## src/rtl/arith_pkg.sv

```systemverilog
// Shared arithmetic-library definitions: FSM state type and width limits.
package arith_pkg;

    typedef enum logic {
        IDLE = 1'b0,
        RUN  = 1'b1
    } sub_state_t;

    // Smallest operand width the serial datapath supports.
    localparam int MIN_WIDTH = 2;

endpackage

```

## src/rtl/full_subtractor.sv

```systemverilog
// One-bit full-subtractor cell: d = a - b - bin, with borrow-out.
module full_subtractor (
    input  logic a,
    input  logic b,
    input  logic bin,
    output logic d,
    output logic bout
);

    assign d    = a ^ b ^ bin;
    // Borrow when b exceeds a, or when the bits match and a borrow ripples in.
    assign bout = (~a & b) | (~(a ^ b) & bin);

endmodule

```

## src/rtl/serial_subtractor.sv

```systemverilog
// Bit-serial a - b - bin, LSB first, one full-subtractor cell per clock.
// start/busy/done handshake; results hold until the next completion.
module serial_subtractor #(
    parameter int WIDTH = 4
) (
    input  logic             clk,
    input  logic             rst_n,
    input  logic             start,
    input  logic [WIDTH-1:0] a,
    input  logic [WIDTH-1:0] b,
    input  logic             bin,
    output logic             busy,
    output logic             done,
    output logic [WIDTH-1:0] diff,
    output logic             bout,
    output logic             ovf
);

    import arith_pkg::*;

    localparam int             CW   = $clog2(WIDTH);
    localparam logic [CW-1:0]  LAST = CW'(WIDTH - 1);

    if (WIDTH < MIN_WIDTH) begin : g_width_check
        $error("serial_subtractor: WIDTH must be at least %0d", MIN_WIDTH);
    end

    sub_state_t       state;
    logic [CW-1:0]    cnt;
    logic [WIDTH-1:0] a_sh;
    logic [WIDTH-1:0] b_sh;
    logic [WIDTH-1:0] res_sh;
    logic             br;
    logic             d_bit;
    logic             br_next;

    // The single datapath cell always works on the current LSBs and borrow.
    full_subtractor u_cell (
        .a    (a_sh[0]),
        .b    (b_sh[0]),
        .bin  (br),
        .d    (d_bit),
        .bout (br_next)
    );

    // Control FSM plus operand/result shift registers and borrow flop.
    always_ff @(posedge clk or negedge rst_n) begin
        if (!rst_n) begin
            state  <= IDLE;
            cnt    <= '0;
            a_sh   <= '0;
            b_sh   <= '0;
            res_sh <= '0;
            br     <= 1'b0;
            busy   <= 1'b0;
            done   <= 1'b0;
            diff   <= '0;
            bout   <= 1'b0;
            ovf    <= 1'b0;
        end else begin
            case (state)
                IDLE: begin
                    done <= 1'b0;
                    if (start) begin
                        a_sh  <= a;
                        b_sh  <= b;
                        br    <= bin;
                        cnt   <= '0;
                        busy  <= 1'b1;
                        state <= RUN;
                    end
                end
                RUN: begin
                    res_sh <= {d_bit, res_sh[WIDTH-1:1]};
                    a_sh   <= a_sh >> 1;
                    b_sh   <= b_sh >> 1;
                    br     <= br_next;
                    cnt    <= cnt + CW'(1);
                    if (cnt == LAST) begin
                        // br is the borrow into the MSB, br_next the borrow out.
                        diff  <= {d_bit, res_sh[WIDTH-1:1]};
                        bout  <= br_next;
                        ovf   <= br ^ br_next;
                        done  <= 1'b1;
                        busy  <= 1'b0;
                        state <= IDLE;
                    end
                end
                default: state <= IDLE;
            endcase
        end
    end

endmodule

```

## config.mk

```make
export PLATFORM = sky130hd
export DESIGN_NAME = serial_subtractor
export DESIGN_NICKNAME = d
export VERILOG_FILES = /design/src/rtl/arith_pkg.sv /design/src/rtl/full_subtractor.sv /design/src/rtl/serial_subtractor.sv
export SDC_FILE = /design/constraint.sdc
export NUM_CORES = 1
export LEC_CHECK = 0
export ABC_AREA = 1
export ABC_CLOCK_PERIOD_IN_PS = 1500
export BUFFER_PORTS_ARGS = -buffer_cell sky130_fd_sc_hd__buf_2
export CAP_MARGIN = 10
export CORE_UTILIZATION = 52
export DETAILED_ROUTE_END_ITERATION = 8
export HOLD_SLACK_MARGIN = 0.06
export PLACE_DENSITY_LB_ADDON = 0.08
export SYNTH_ARGS = -nofsm -noshare
export SYNTH_HDL_FRONTEND = slang
export SYNTH_HIERARCHICAL = 1
export SYNTH_SLANG_ARGS = --single-unit
```

## constraint.sdc

```tcl
create_clock -name clk -period 1.5 [get_ports clk]
set_clock_uncertainty 0.15 [all_clocks]
set_input_delay 0.45 -clock clk [delete_from_list [all_inputs] [get_ports clk]]
set_output_delay 0.45 -clock clk [all_outputs]
set_load 0.02 [all_outputs]
```

==> impl_results.md <==
- Die area: 2167 um^2
- Pwr dens: 2021 nW/um^2
- Sequential cell area fraction in the yosys report: roughly 56%
- Hold crit path type: in2reg
- CTS root buffer: clkbuf_4
- Period utilisation layout: 98.25%
- Most frequent cells in the layout: nand2_1, dfrtp_1, nand3_1
- Row Count: 15
- CP bufs+invs: 1
- Post-Syn Instances: 112
- Placeable core area: 1802 um^2
- Status: completed
- Remaining antenna violation count: 0
- Routed len/inst: around 11 um
- Aggregate global-route resource usage: 18.25%
- Max Cap Viol: 0
- DRC viols: 0
- Post-CTS Setup Repair Bufs: 0
- Peak supply drop: 0.8593 mV
- Total number of vias: 776
- CP Capture Type: primary output
- TritonCTS clock tree: done
- Worst Path Arrival: approximately 0.87 ns
- Vias per cell: 4.911
- Initial drt markers: 11
- TNS Setup: 0 ns
- Cts bufs inserted: 3
- Hold Fails Final Rpt: 0
- Finished Core Util: 66.53%
- Clock sink count: 23
- Min Tclk post-route: 1.474 ns
- Netlist cell types: 14
- Slew Viols, Final: 0
- Max stage delay on crit path: ~0.43 ns
- Clk slew on worst S/H paths: 0.13 ns
- Clock Tree Buf Depth: 2
- Ys flop type: dfrtp_1
- Die Span Y: 46.56 um
- Clock Latency Late Sink: 0.30 ns
- P_leak: 0.6402 nW
- Family with the most delay on the worst path: flip-flops
- Layout area overhead: 16.12%
- Post-synth ARST share: 100.0%
- Grt total ovfl: 0
- Total nets after synthesis: 127
- Critical Path RT: 0.90 ns
- Cell Area, Placed: 1124 um^2
- Unrepaired setup endpoints after global routing: true
- Slowest cell on the critical path: dfrtp_1
- Dpl cells: between 150 and 200
- Cell Area, Synth: slightly above 1000 um^2
- Clock H-tree levels: 1
- Starting density of the core: a little under three fifths
- Final setup fails: 0
- Final hold slack: 0.2173 ns
- Synth Warn #: 6
- First-pass GRT wire length: between 2000 and 3000 um
- Post-synth EDFFs: 0
- Die width: roughly 47 um
- Vias in the first global route: 670
- Most common cell after layout, fill and taps aside: nand2_1
- Dpl hpwl: 1248 um
- Pin count of the biggest net entering global routing: 24
- Critical path cell sequence: buf_6
- DRT Wirelength: 1771 um
- Share of layout cells above drive strength 1: between 20% and 30%
- Finished Layout Cells: 158
- Final instance area: 1199 um^2
- IO buf count: 19
- Gpl congestion: 0.6610
- Launching element type of the critical path: flop
- Initial DRT Pass Iterations: 4
- Max Freq: 678.5 MHz
- Worst relative slew slack: 66.17%
- Nets: 149
- # diodes: 0
- Setup Crit Path Kind: reg2out
- Boundary Pins: 20
- Worst-margin pin slew: 0.5074 ns
- Initial antenna violation count: 0
- CP Max Fanout: 2
- Synthesized area per cell: between 9 and 10 um^2
- Flops & latches, synth: 23
-- cells in the mapped netlist (2+ instances only) --
cell     number  area (um^2)
nor2_1        3        11.26
ha_1          2        25.02
nand2_1      41        153.9
inv_1         9        33.78
dfrtp_1      23        575.6
o21ai_0       4        20.02
nand3_1      17        85.08
buf_6         4        45.04
o21ai_2       4        35.03
-- through the flow --
step	setup WS (ns)	power, mW
5_1_grt	-0.01862	2.627
3_5_place_dp	0.1330	2.064
4_1_cts	0.01498	2.350
2_1_floorplan	0.2058	1.832
6_report	0.02618	2.422
3_3_place_gp	0.1769	2.015
-- final cells by class --
class	count	area, um^2
sequential	23	575.6
clock inverter	1	5.005
clock buffer	3	22.52
tap	25	31.28
timing repair buffer	23	165.2
fill	166	603.1
inverter	10	37.54
multi-input combinational	73	361.6
-- path summary, 6_finish.rpt --
check	depth (start not counted)	endpoint	start	slack [ns]
worst max-delay path	1	ovf	ovf	0.03
worst min-delay path	3	b_sh[3]	b[3]	0.22
worst max register to register	6	ovf	a_sh[0]	0.11
worst min register to register	2	busy	busy	0.33
max in group asynchronous	2	diff[1]	rst_n	0.38
min in group asynchronous	2	res_sh[1]	rst_n	0.47
-- power by group --
part           total [mW]  switching (mW)  internal (mW)
Combinational        1.08           0.624          0.454
Clock               0.279           0.179         0.0993
Sequential           1.07           0.179          0.887
Total                2.42           0.982           1.44
-- repair_timing --
action,CTS,global route
hold buffers,1,0
endpoints found under the hold margin,23,0
resized for setup,0,12
endpoints found under the setup margin,0,6
-- per-layer routing --
layer	wire, um	up-vias	GRT usage [%]
met5	0	-	0
met4	7	0	7.647
met3	53	2	3.529
met2	937	15	31.94
met1	773	367	21.39
li1	-	392	-
-- cell families (layout without fill, tap and decap cells) --
| kind of cell | count (synthesis) | in the layout | synth area share [%] |
|---|---|---|---|
| flops | 23 | 23 | 55.76 |
| fa+ha+maj | 3 | 3 | 4.363 |
| buf+inv | 16 | 37 | 9.211 |
| compound gates | 8 | 8 | 5.333 |
| simple gates | 62 | 62 | 25.33 |
-- state kept, by name (all words and copies together), names as in the netlist --
signal / flops
a_sh: 4
b_sh: 4
diff: 4
res_sh: 3
cnt: 2
bout: 1
br: 1
busy: 1
done: 1
ovf: 1
state: 1
No activity file was read; power rests on OpenSTA's default activity.
